<file path="config.mk">
export PLATFORM = sky130hd
export DESIGN_NAME = instr_encoder
export DESIGN_NICKNAME = d
export VERILOG_FILES = /design/src/rtl/instr_encoder_pkg.sv /design/src/rtl/instr_encoder_sync_fifo.sv /design/src/rtl/instr_encoder.sv
export SDC_FILE = /design/constraint.sdc
export NUM_CORES = 1
export LEC_CHECK = 0
export CAP_MARGIN = 20
export CORE_ASPECT_RATIO = 1.2
export CORE_MARGIN = 1
export CORE_UTILIZATION = 50
export CTS_BUF_LIST = sky130_fd_sc_hd__clkbuf_16
export DETAILED_ROUTE_END_ITERATION = 6
export HOLD_SLACK_MARGIN = 0.06
export PLACE_DENSITY = 0.8
export SLEW_MARGIN = 20
export SYNTH_ARGS = -nofsm -noshare
export SYNTH_HDL_FRONTEND = slang
export SYNTH_HIERARCHICAL = 1
export SYNTH_SLANG_ARGS = --single-unit
export TNS_END_PERCENT = 10
</file>
<file path="constraint.sdc">
create_clock -name clk -period 2.8 [get_ports clk]
set_input_delay 0.56 -clock clk [delete_from_list [all_inputs] [get_ports clk]]
set_output_delay 0.56 -clock clk [all_outputs]
set_load 0.02 [all_outputs]
</file>
<file path="src/rtl/instr_encoder_pkg.sv">
// Shared definitions for the MIPS instruction encoder: mnemonic codes (6-bit,
// nop = 0), opcode/funct constants matching the D-stage decoder, mnemonic
// classification, FSM state codes and the word-assembly function.
package instr_encoder_pkg;

    // Mnemonic codes presented on in_op; 51..63 are illegal
    localparam logic [5:0]
        M_NOP   = 6'd0,  M_ADD   = 6'd1,  M_ADDU  = 6'd2,  M_SUB   = 6'd3,
        M_SUBU  = 6'd4,  M_AND   = 6'd5,  M_OR    = 6'd6,  M_XOR   = 6'd7,
        M_NOR   = 6'd8,  M_SLT   = 6'd9,  M_SLTU  = 6'd10, M_SLLV  = 6'd11,
        M_SRLV  = 6'd12, M_SRAV  = 6'd13, M_SLL   = 6'd14, M_SRL   = 6'd15,
        M_SRA   = 6'd16, M_MULT  = 6'd17, M_MULTU = 6'd18, M_DIV   = 6'd19,
        M_DIVU  = 6'd20, M_MFHI  = 6'd21, M_MFLO  = 6'd22, M_MTHI  = 6'd23,
        M_MTLO  = 6'd24, M_JR    = 6'd25, M_JALR  = 6'd26, M_ADDI  = 6'd27,
        M_ADDIU = 6'd28, M_ANDI  = 6'd29, M_ORI   = 6'd30, M_XORI  = 6'd31,
        M_SLTI  = 6'd32, M_SLTIU = 6'd33, M_LB    = 6'd34, M_LBU   = 6'd35,
        M_LH    = 6'd36, M_LHU   = 6'd37, M_LW    = 6'd38, M_SB    = 6'd39,
        M_SH    = 6'd40, M_SW    = 6'd41, M_BEQ   = 6'd42, M_BNE   = 6'd43,
        M_LUI   = 6'd44, M_BLEZ  = 6'd45, M_BGTZ  = 6'd46, M_BLTZ  = 6'd47,
        M_BGEZ  = 6'd48, M_J     = 6'd49, M_JAL   = 6'd50;

    // Primary opcodes
    localparam logic [5:0]
        OPC_SPECIAL = 6'h00, OPC_REGIMM = 6'h01, OPC_J    = 6'h02, OPC_JAL   = 6'h03,
        OPC_BEQ     = 6'h04, OPC_BNE    = 6'h05, OPC_BLEZ = 6'h06, OPC_BGTZ  = 6'h07,
        OPC_ADDI    = 6'h08, OPC_ADDIU  = 6'h09, OPC_SLTI = 6'h0A, OPC_SLTIU = 6'h0B,
        OPC_ANDI    = 6'h0C, OPC_ORI    = 6'h0D, OPC_XORI = 6'h0E, OPC_LUI   = 6'h0F,
        OPC_LB      = 6'h20, OPC_LH     = 6'h21, OPC_LW   = 6'h23, OPC_LBU   = 6'h24,
        OPC_LHU     = 6'h25, OPC_SB     = 6'h28, OPC_SH   = 6'h29, OPC_SW    = 6'h2B;

    // SPECIAL funct codes; RT_* are the REGIMM rt selectors
    localparam logic [5:0]
        FN_SLL  = 6'h00, FN_SRL  = 6'h02, FN_SRA   = 6'h03, FN_SLLV = 6'h04,
        FN_SRLV = 6'h06, FN_SRAV = 6'h07, FN_JR    = 6'h08, FN_JALR = 6'h09,
        FN_MFHI = 6'h10, FN_MTHI = 6'h11, FN_MFLO  = 6'h12, FN_MTLO = 6'h13,
        FN_MULT = 6'h18, FN_MULTU = 6'h19, FN_DIV  = 6'h1A, FN_DIVU = 6'h1B,
        FN_ADD  = 6'h20, FN_ADDU = 6'h21, FN_SUB   = 6'h22, FN_SUBU = 6'h23,
        FN_AND  = 6'h24, FN_OR   = 6'h25, FN_XOR   = 6'h26, FN_NOR  = 6'h27,
        FN_SLT  = 6'h2A, FN_SLTU = 6'h2B, RT_BLTZ  = 6'h00, RT_BGEZ = 6'h01;

    // FSM state codes
    localparam logic [0:0] ST_IDLE = 1'b0, ST_PAD = 1'b1;

    typedef enum logic [3:0] {
        CLS_NOP, CLS_RALU, CLS_SHIFT, CLS_MULDIV, CLS_MFHL, CLS_MTHL, CLS_JALR,
        CLS_ITYPE, CLS_LUI, CLS_BZ, CLS_REGIMM, CLS_JUMP, CLS_ILLEGAL
    } op_class_t;

    typedef struct packed {
        op_class_t  cls;
        logic [5:0] opcode;
        logic [5:0] funct;   // REGIMM: low 5 bits carry the rt selector
    } mnem_info_t;

    function automatic mnem_info_t mnem_info(input logic [5:0] op);
        mnem_info_t m;
        m = '{CLS_ILLEGAL, 6'd0, 6'd0};
        case (op)
            M_NOP:   m = '{CLS_NOP,    OPC_SPECIAL, 6'd0};
            M_ADD:   m = '{CLS_RALU,   OPC_SPECIAL, FN_ADD};
            M_ADDU:  m = '{CLS_RALU,   OPC_SPECIAL, FN_ADDU};
            M_SUB:   m = '{CLS_RALU,   OPC_SPECIAL, FN_SUB};
            M_SUBU:  m = '{CLS_RALU,   OPC_SPECIAL, FN_SUBU};
            M_AND:   m = '{CLS_RALU,   OPC_SPECIAL, FN_AND};
            M_OR:    m = '{CLS_RALU,   OPC_SPECIAL, FN_OR};
            M_XOR:   m = '{CLS_RALU,   OPC_SPECIAL, FN_XOR};
            M_NOR:   m = '{CLS_RALU,   OPC_SPECIAL, FN_NOR};
            M_SLT:   m = '{CLS_RALU,   OPC_SPECIAL, FN_SLT};
            M_SLTU:  m = '{CLS_RALU,   OPC_SPECIAL, FN_SLTU};
            M_SLLV:  m = '{CLS_RALU,   OPC_SPECIAL, FN_SLLV};
            M_SRLV:  m = '{CLS_RALU,   OPC_SPECIAL, FN_SRLV};
            M_SRAV:  m = '{CLS_RALU,   OPC_SPECIAL, FN_SRAV};
            M_SLL:   m = '{CLS_SHIFT,  OPC_SPECIAL, FN_SLL};
            M_SRL:   m = '{CLS_SHIFT,  OPC_SPECIAL, FN_SRL};
            M_SRA:   m = '{CLS_SHIFT,  OPC_SPECIAL, FN_SRA};
            M_MULT:  m = '{CLS_MULDIV, OPC_SPECIAL, FN_MULT};
            M_MULTU: m = '{CLS_MULDIV, OPC_SPECIAL, FN_MULTU};
            M_DIV:   m = '{CLS_MULDIV, OPC_SPECIAL, FN_DIV};
            M_DIVU:  m = '{CLS_MULDIV, OPC_SPECIAL, FN_DIVU};
            M_MFHI:  m = '{CLS_MFHL,   OPC_SPECIAL, FN_MFHI};
            M_MFLO:  m = '{CLS_MFHL,   OPC_SPECIAL, FN_MFLO};
            M_MTHI:  m = '{CLS_MTHL,   OPC_SPECIAL, FN_MTHI};
            M_MTLO:  m = '{CLS_MTHL,   OPC_SPECIAL, FN_MTLO};
            M_JR:    m = '{CLS_MTHL,   OPC_SPECIAL, FN_JR};
            M_JALR:  m = '{CLS_JALR,   OPC_SPECIAL, FN_JALR};
            M_ADDI:  m = '{CLS_ITYPE,  OPC_ADDI,    6'd0};
            M_ADDIU: m = '{CLS_ITYPE,  OPC_ADDIU,   6'd0};
            M_ANDI:  m = '{CLS_ITYPE,  OPC_ANDI,    6'd0};
            M_ORI:   m = '{CLS_ITYPE,  OPC_ORI,     6'd0};
            M_XORI:  m = '{CLS_ITYPE,  OPC_XORI,    6'd0};
            M_SLTI:  m = '{CLS_ITYPE,  OPC_SLTI,    6'd0};
            M_SLTIU: m = '{CLS_ITYPE,  OPC_SLTIU,   6'd0};
            M_LB:    m = '{CLS_ITYPE,  OPC_LB,      6'd0};
            M_LBU:   m = '{CLS_ITYPE,  OPC_LBU,     6'd0};
            M_LH:    m = '{CLS_ITYPE,  OPC_LH,      6'd0};
            M_LHU:   m = '{CLS_ITYPE,  OPC_LHU,     6'd0};
            M_LW:    m = '{CLS_ITYPE,  OPC_LW,      6'd0};
            M_SB:    m = '{CLS_ITYPE,  OPC_SB,      6'd0};
            M_SH:    m = '{CLS_ITYPE,  OPC_SH,      6'd0};
            M_SW:    m = '{CLS_ITYPE,  OPC_SW,      6'd0};
            M_BEQ:   m = '{CLS_ITYPE,  OPC_BEQ,     6'd0};
            M_BNE:   m = '{CLS_ITYPE,  OPC_BNE,     6'd0};
            M_LUI:   m = '{CLS_LUI,    OPC_LUI,     6'd0};
            M_BLEZ:  m = '{CLS_BZ,     OPC_BLEZ,    6'd0};
            M_BGTZ:  m = '{CLS_BZ,     OPC_BGTZ,    6'd0};
            M_BLTZ:  m = '{CLS_REGIMM, OPC_REGIMM,  RT_BLTZ};
            M_BGEZ:  m = '{CLS_REGIMM, OPC_REGIMM,  RT_BGEZ};
            M_J:     m = '{CLS_JUMP,   OPC_J,       6'd0};
            M_JAL:   m = '{CLS_JUMP,   OPC_JAL,     6'd0};
            default: m = '{CLS_ILLEGAL, 6'd0, 6'd0};
        endcase
        return m;
    endfunction

    // Branches and jumps: followed by a delay-slot pad when that is enabled
    function automatic logic is_cti(input logic [5:0] op);
        case (op)
            M_BEQ, M_BNE, M_BLEZ, M_BGTZ, M_BLTZ, M_BGEZ,
            M_J, M_JAL, M_JR, M_JALR: return 1'b1;
            default:                  return 1'b0;
        endcase
    endfunction

    // Fields a format does not use are forced to zero
    function automatic logic [31:0] encode(
        input mnem_info_t m, input logic [4:0] rs, input logic [4:0] rt,
        input logic [4:0] rd, input logic [4:0] shamt,
        input logic [15:0] imm16, input logic [25:0] imm26);
        logic [4:0] link_rd;
        link_rd = (rd == 5'd0) ? 5'd31 : rd;
        case (m.cls)
            CLS_RALU:   return {OPC_SPECIAL, rs, rt, rd, 5'd0, m.funct};
            CLS_SHIFT:  return {OPC_SPECIAL, 5'd0, rt, rd, shamt, m.funct};
            CLS_MULDIV: return {OPC_SPECIAL, rs, rt, 10'd0, m.funct};
            CLS_MFHL:   return {16'd0, rd, 5'd0, m.funct};
            CLS_MTHL:   return {OPC_SPECIAL, rs, 15'd0, m.funct};
            CLS_JALR:   return {OPC_SPECIAL, rs, 5'd0, link_rd, 5'd0, m.funct};
            CLS_ITYPE:  return {m.opcode, rs, rt, imm16};
            CLS_LUI:    return {m.opcode, 5'd0, rt, imm16};
            CLS_BZ:     return {m.opcode, rs, 5'd0, imm16};
            CLS_REGIMM: return {m.opcode, rs, m.funct[4:0], imm16};
            CLS_JUMP:   return {m.opcode, imm26};
            default:    return 32'd0;
        endcase
    endfunction

endpackage

</file>
<file path="src/rtl/instr_encoder_sync_fifo.sv">
// Synchronous FIFO (module sync_fifo) buffering encoded words. Storage is
// cleared on reset so the head reads zero; flush only rewinds the pointers.
module sync_fifo #(
    parameter int unsigned WIDTH = 32,
    parameter int unsigned DEPTH = 4
) (
    input  logic             clk,
    input  logic             reset,
    input  logic             flush,
    input  logic             push,
    input  logic [WIDTH-1:0] data_in,
    input  logic             pop,
    output logic [WIDTH-1:0] data_out,
    output logic             full,
    output logic             empty
);
    localparam int unsigned AW = $clog2(DEPTH);

    logic [WIDTH-1:0] mem [DEPTH];
    logic [AW:0]      wr_ptr;
    logic [AW:0]      rd_ptr;

    assign empty    = (wr_ptr == rd_ptr);
    assign full     = (wr_ptr[AW] != rd_ptr[AW]) && (wr_ptr[AW-1:0] == rd_ptr[AW-1:0]);
    assign data_out = mem[rd_ptr[AW-1:0]];

    // Pointer and storage update; flush wins over push/pop
    always_ff @(posedge clk or negedge reset) begin
        if (!reset) begin
            wr_ptr <= '0;
            rd_ptr <= '0;
            for (int unsigned i = 0; i < DEPTH; i++) mem[i] <= '0;
        end else if (flush) begin
            wr_ptr <= '0;
            rd_ptr <= '0;
        end else begin
            if (push && !full) begin
                mem[wr_ptr[AW-1:0]] <= data_in;
                wr_ptr              <= wr_ptr + (AW+1)'(1);
            end
            if (pop && !empty) rd_ptr <= rd_ptr + (AW+1)'(1);
        end
    end

endmodule

</file>
<file path="src/rtl/instr_encoder.sv">
// MIPS instruction encoder: assembles words from mnemonic + fields, buffers
// them in sync_fifo and streams them with a running word address.
// Optional feature macro: DELAY_SLOT_NOP_EN (insert a nop after every
// branch/jump via the PAD state).
module instr_encoder
    import instr_encoder_pkg::*;
#(
    parameter int unsigned FIFO_DEPTH = 4,
    parameter logic [31:0] BASE_ADDR  = 32'h0000_3000
) (
    input  logic        clk,
    input  logic        reset,
    input  logic        flush,
    input  logic        in_valid,
    output logic        in_ready,
    input  logic [5:0]  in_op,
    input  logic [4:0]  in_rs,
    input  logic [4:0]  in_rt,
    input  logic [4:0]  in_rd,
    input  logic [4:0]  in_shamt,
    input  logic [15:0] in_imm16,
    input  logic [25:0] in_imm26,
    output logic        out_valid,
    input  logic        out_ready,
    output logic [31:0] out_instr,
    output logic [31:0] out_addr,
    output logic        err_illegal,
    output logic [7:0]  err_count
);
    logic [0:0]  state;
    logic [0:0]  state_next;
    mnem_info_t  info;
    logic        legal;
    logic        accept;
    logic        push;
    logic        pop;
    logic [31:0] push_word;
    logic        full;
    logic        empty;

    assign info      = mnem_info(in_op);
    assign legal     = (info.cls != CLS_ILLEGAL);
    assign in_ready  = !full && (state == ST_IDLE) && !flush;
    assign accept    = in_valid && in_ready;
    assign out_valid = !empty;
    assign pop       = out_valid && out_ready;

    // Push selection and next state; a PAD push inserts a nop once space exists
    always_comb begin
        push       = 1'b0;
        push_word  = encode(info, in_rs, in_rt, in_rd, in_shamt, in_imm16, in_imm26);
        state_next = state;
`ifdef DELAY_SLOT_NOP_EN
        if (flush) begin
            state_next = ST_IDLE;
        end else if (state == ST_PAD) begin
            if (!full) begin
                push       = 1'b1;
                push_word  = '0;
                state_next = ST_IDLE;
            end
        end else if (accept && legal) begin
            push = 1'b1;
            if (is_cti(in_op)) state_next = ST_PAD;
        end
`else
        if (accept && legal) push = 1'b1;
`endif
    end

    // FSM state register
    always_ff @(posedge clk or negedge reset) begin
        if (!reset) state <= ST_IDLE;
        else        state <= state_next;
    end

    // Output word address: restarts on flush, advances per popped word
    always_ff @(posedge clk or negedge reset) begin
        if (!reset)     out_addr <= BASE_ADDR;
        else if (flush) out_addr <= BASE_ADDR;
        else if (pop)   out_addr <= out_addr + 32'd4;
    end

    // Illegal-mnemonic pulse and saturating counter (kept across flush)
    always_ff @(posedge clk or negedge reset) begin
        if (!reset) begin
            err_illegal <= 1'b0;
            err_count   <= '0;
        end else begin
            err_illegal <= accept && !legal;
            if (accept && !legal && (err_count != 8'hFF)) err_count <= err_count + 8'd1;
        end
    end

    sync_fifo #(
        .WIDTH (32),
        .DEPTH (FIFO_DEPTH)
    ) u_fifo (
        .clk      (clk),
        .reset    (reset),
        .flush    (flush),
        .push     (push),
        .data_in  (push_word),
        .pop      (pop),
        .data_out (out_instr),
        .full     (full),
        .empty    (empty)
    );

endmodule

</file>
==> impl_metrics.xml <==
<?xml version="1.0" encoding="UTF-8"?>
<metrics>
  <group name="run_status">
    <metric name="outcome" unit="">completed</metric>
  </group>
  <group name="placement">
    <metric name="dp_hpwl" unit="µm">16500</metric>
    <metric name="gpl.final_weighted_congestion" unit="">0.861</metric>
    <metric name="io_buffers" unit="">145</metric>
    <metric name="placed_cells" unit="">1226</metric>
    <metric name="dpl_worst_slack" unit="ns">-0.489</metric>
    <metric name="placedInstanceArea" unit="µm²">12100</metric>
  </group>
  <group name="pwr">
    <metric name="power_per_cell_area" unit="nW/µm²">588</metric>
    <metric name="post-layout-total-power" unit="mW">7.60</metric>
    <metric name="static-leakage-power" unit="nW">6.20</metric>
    <metric name="max-vdd-ir-drop" unit="V">0.000442</metric>
  </group>
  <group name="timing">
    <metric name="post-route-min-period" unit="ns">2.74</metric>
    <metric name="max-slew-margin-rel" unit="">0.525</metric>
    <metric name="fin_ws" unit="ns">0.0637</metric>
    <metric name="fin_tns_setup" unit="ns">0</metric>
    <metric name="finalSetupViolations" unit="">0</metric>
    <metric name="layout_worst_path_cycle_share" unit="">0.977</metric>
    <metric name="timing.clock.skew" unit="ns">0.0140</metric>
    <metric name="fmax" unit="MHz">365</metric>
    <metric name="grt_setup_unrepaired" unit="">no</metric>
    <metric name="final-max-slew-violation-count" unit="">0</metric>
    <metric name="slew_at_the_pin_closest_to_its_max_slew_limit" unit="ns">0.711</metric>
    <metric name="hold_violations" unit="">0</metric>
  </group>
  <group name="floorplanning">
    <metric name="design.portCount" unit="">148</metric>
    <metric name="placement_rows" unit="">55</metric>
    <metric name="coreArea" unit="µm²">18900</metric>
    <metric name="die_area" unit="µm²">19900</metric>
    <metric name="chip_width" unit="µm">129</metric>
    <metric name="die-height" unit="µm">154</metric>
    <metric name="initial_utilization" unit="">0.511</metric>
  </group>
  <group name="drt">
    <metric name="drc" unit="">0</metric>
    <metric name="drt.antenna.violating_nets" unit="">0</metric>
    <metric name="post_drt_wl_per_cell" unit="µm">19.5</metric>
    <metric name="detail_route.first_pass.iterations" unit="">5</metric>
    <metric name="via_count" unit="">7214</metric>
    <metric name="count_of_routing_violations_after_the_opening_detailed_route_iteration" unit="">409</metric>
    <metric name="wl" unit="µm">24700</metric>
    <metric name="drt-vias-per-instance" unit="">5.69</metric>
  </group>
  <group name="yosys">
    <metric name="synth.largest_area_cell" unit="">dfrtp_1</metric>
    <metric name="ys_top_cells_by_area" unit="">dfrtp_1 44%, mux2_2 9.0%, mux2_4 7.9%</metric>
    <metric name="synth_top_area_frac" unit="">0.443</metric>
    <metric name="ys_top_cells_by_count" unit="">171 x dfrtp_1, 77 x mux2_2, 51 x mux2_4, 45 x nor2_1, 33 x mux4_2</metric>
    <metric name="post_synth_inst_count" unit="">770</metric>
    <metric name="post_synth.cell_area_avg" unit="µm²">12.5</metric>
    <metric name="synthMostInstantiatedCell" unit="">dfrtp_1</metric>
    <metric name="ys.flop_type" unit="">dfrtp_1</metric>
    <metric name="ys_types" unit="">75</metric>
    <metric name="synth.cell_area" unit="µm²">9660</metric>
    <metric name="synthesis_stage_register_bit_count" unit="">173</metric>
    <metric name="synth_async_sr_flop_share" unit="">1.00</metric>
    <metric name="yosys_warnings" unit="">6</metric>
    <metric name="synth.yosys.seq_area_share" unit="">0.448</metric>
    <metric name="synth_enable_flop_cells" unit="">0</metric>
  </group>
  <group name="finish">
    <metric name="final_nets" unit="">1082</metric>
    <metric name="layout-drive-gt1-share" unit="">0.337</metric>
    <metric name="design_area_final" unit="µm²">12900</metric>
    <metric name="final_std_cells_w_o_fill" unit="">1268</metric>
    <metric name="synthToLayoutAreaGrowth" unit="%">33.8</metric>
  </group>
  <group name="global_route">
    <metric name="overflow" unit="">0</metric>
    <metric name="grt_antenna_before_repair" unit="">3</metric>
    <metric name="grt_pass1_vias" unit="">7446</metric>
    <metric name="grt_start_max_net_pins" unit="">61</metric>
    <metric name="first_pass_grt_wire_length" unit="µm">38200</metric>
    <metric name="grtUsageTotal" unit="">0.250</metric>
  </group>
  <group name="setup_path">
    <metric name="critical_path_required" unit="ns">3.12</metric>
    <metric name="timing_worst_setup_path_type" unit="">input pin to flip-flop</metric>
    <metric name="path_cells" unit="">clkdlybuf4s50_1 &gt; buf_4 &gt; a21oi_1 &gt; nor3b_1 &gt; buf_4 &gt; or3_4 &gt; o21ai_4 &gt; and2_4 &gt; buf_12 &gt; o211ai_1 &gt; buf_4 &gt; mux2_2</metric>
    <metric name="crit_path_start_kind" unit="">input pin</metric>
    <metric name="critical-path-max-stage-delay" unit="ns">0.44</metric>
    <metric name="critical_path_peak_fanout" unit="">10</metric>
    <metric name="crit_path_top_cell_by_count" unit="">buf_4</metric>
    <metric name="critPathSlowestCell" unit="">clkdlybuf4s50_1</metric>
    <metric name="crit_path_end_kind" unit="">flip-flop</metric>
    <metric name="critPathArrivalTime" unit="ns">3.05</metric>
  </group>
  <group name="clock_tree">
    <metric name="worst_skew_pair.late_latency" unit="ns">0.44</metric>
    <metric name="clock_tree.root_cell" unit="">clkbuf_16</metric>
    <metric name="tritoncts.num_buffers" unit="">17</metric>
    <metric name="clock_tree.buffer_depth" unit="">2</metric>
    <metric name="clk_transition_reported_paths" unit="ns">0.07</metric>
    <metric name="clock_sinks" unit="">173</metric>
    <metric name="htree_depth" unit="">4</metric>
    <metric name="cts_tree" unit="">yes</metric>
  </group>
  <group name="hold_path">
    <metric name="worst_hold_path_type" unit="">input pin to asynchronous set/reset pin</metric>
  </group>
  <group name="job">
    <metric name="timing.max_cap.violations" unit="">0</metric>
  </group>
</metrics>
==> metrics by stage <==
stage | utilization | hold WS (ns)
6_report | 0.683 | 0.0858
3_5_place_dp | 0.638 | 0.489
2_1_floorplan | - | 0.264
3_3_place_gp | 0.638 | 0.472
5_1_grt | 0.683 | 0.132
4_1_cts | 0.672 | 0.118
==> cell families (layout without fill, tap and decap cells) <==
kind of cell	Yosys count	count (layout)	share of synthesized area
AND/OR/NAND/NOR	181	181	0.0995
flip-flops	173	173	0.448
multiplexers	165	165	0.250
AO/OA/AOI/OAI	125	125	0.102
buffers and inverters	72	306	0.0444
XOR/XNOR	40	40	0.0382
adder cells (fa/ha/maj)	13	13	0.0168
other	1	9	0.000388
==> final timing paths <==
path	startpoint	end	slack (ns)	cells past startpoint
max in group asynchronous	reset	out_addr[13]$_DFFE_PN1N_	1.99	2
worst max register to register	u_fifo/rd_ptr[0]$_DFFE_PN0P_	out_addr[24]$_DFFE_PN0N_	0.25	11
worst min-delay path	reset	out_addr[19]$_DFFE_PN0N_	0.09	1
min in group clk	err_count[5]$_DFFE_PN0P_	err_count[5]$_DFFE_PN0P_	0.49	1
worst max-delay path	in_op[2]	u_fifo/mem[46]$_DFFE_PN0P_	0.06	12
worst min register to register	err_count[5]$_DFFE_PN0P_	err_count[5]$_DFFE_PN0P_	0.49	1
==> placed cells by master (no fill, tap or decap), types with 17 or more instances in the layout <==
cell             instances
clkdlybuf4s50_1        107
inv_1                   19
clkbuf_16               19
dlymetal6s2s_1          17
a21oi_1                 19
buf_4                   88
dfrtp_1                169
mux4_2                  33
dlygate4sd2_1           20
o21ai_0                 18
mux2_4                  51
nand3_1                 20
nand2_1                 29
mux2_2                  77
nor2_1                  44
xor2_1                  25
==> flip-flops by register name, indices dropped and copies added (netlist names) <==
signal and count:
out_addr 30, u_fifo/rd_ptr 3, err_count 8, err_illegal 1, u_fifo/mem 128, u_fifo/wr_ptr 3
==> cell type report <==
type	instances	area [µm²]
fillers	1329	6000
multi-input cells	530	5040
flip-flops and latches	173	4330
repair buffers	254	2540
clock buffers	17	425
well taps	256	320
clock inverters	15	183
inverters	20	75.1
diodes	3	7.51
==> worst max-delay path: cells and delay by family <==
family | cells | cell delay (ns)
buf+inv | 5 | 1.07
simple gates | 3 | 0.68
compound gates | 3 | 0.46
mux | 1 | 0.27
==> what timing repair did <==
| item | 4_1_cts | 5_1_grt |
|---|---|---|
| resized for setup | 23 | 33 |
| gates cloned | 1 | 3 |
| setup buffers | 1 | 2 |
| endpoints found under the setup margin | 82 | 141 |
| hold buffers | 0 | 0 |
| hold endpoints to repair | 0 | 0 |
| pin swaps | 0 | 8 |
==> layer usage <==
metal	global-route usage	vias up	share of wire
li1	-	3304	-
met1	0.311	3626	0.41
met2	0.427	244	0.50
met3	0.0502	40	0.054
met4	0.0947	0	0.031
met5	0	-	0
==> where the power goes <==
group          internal [mW]  switching, mW  total (mW)
clock network           1.35           1.09        2.45
registers               2.76          0.190        2.95
logic                   1.18           1.03        2.21
total                   5.29           2.32        7.60
Note: power is estimated with default switching activity, not from simulation.
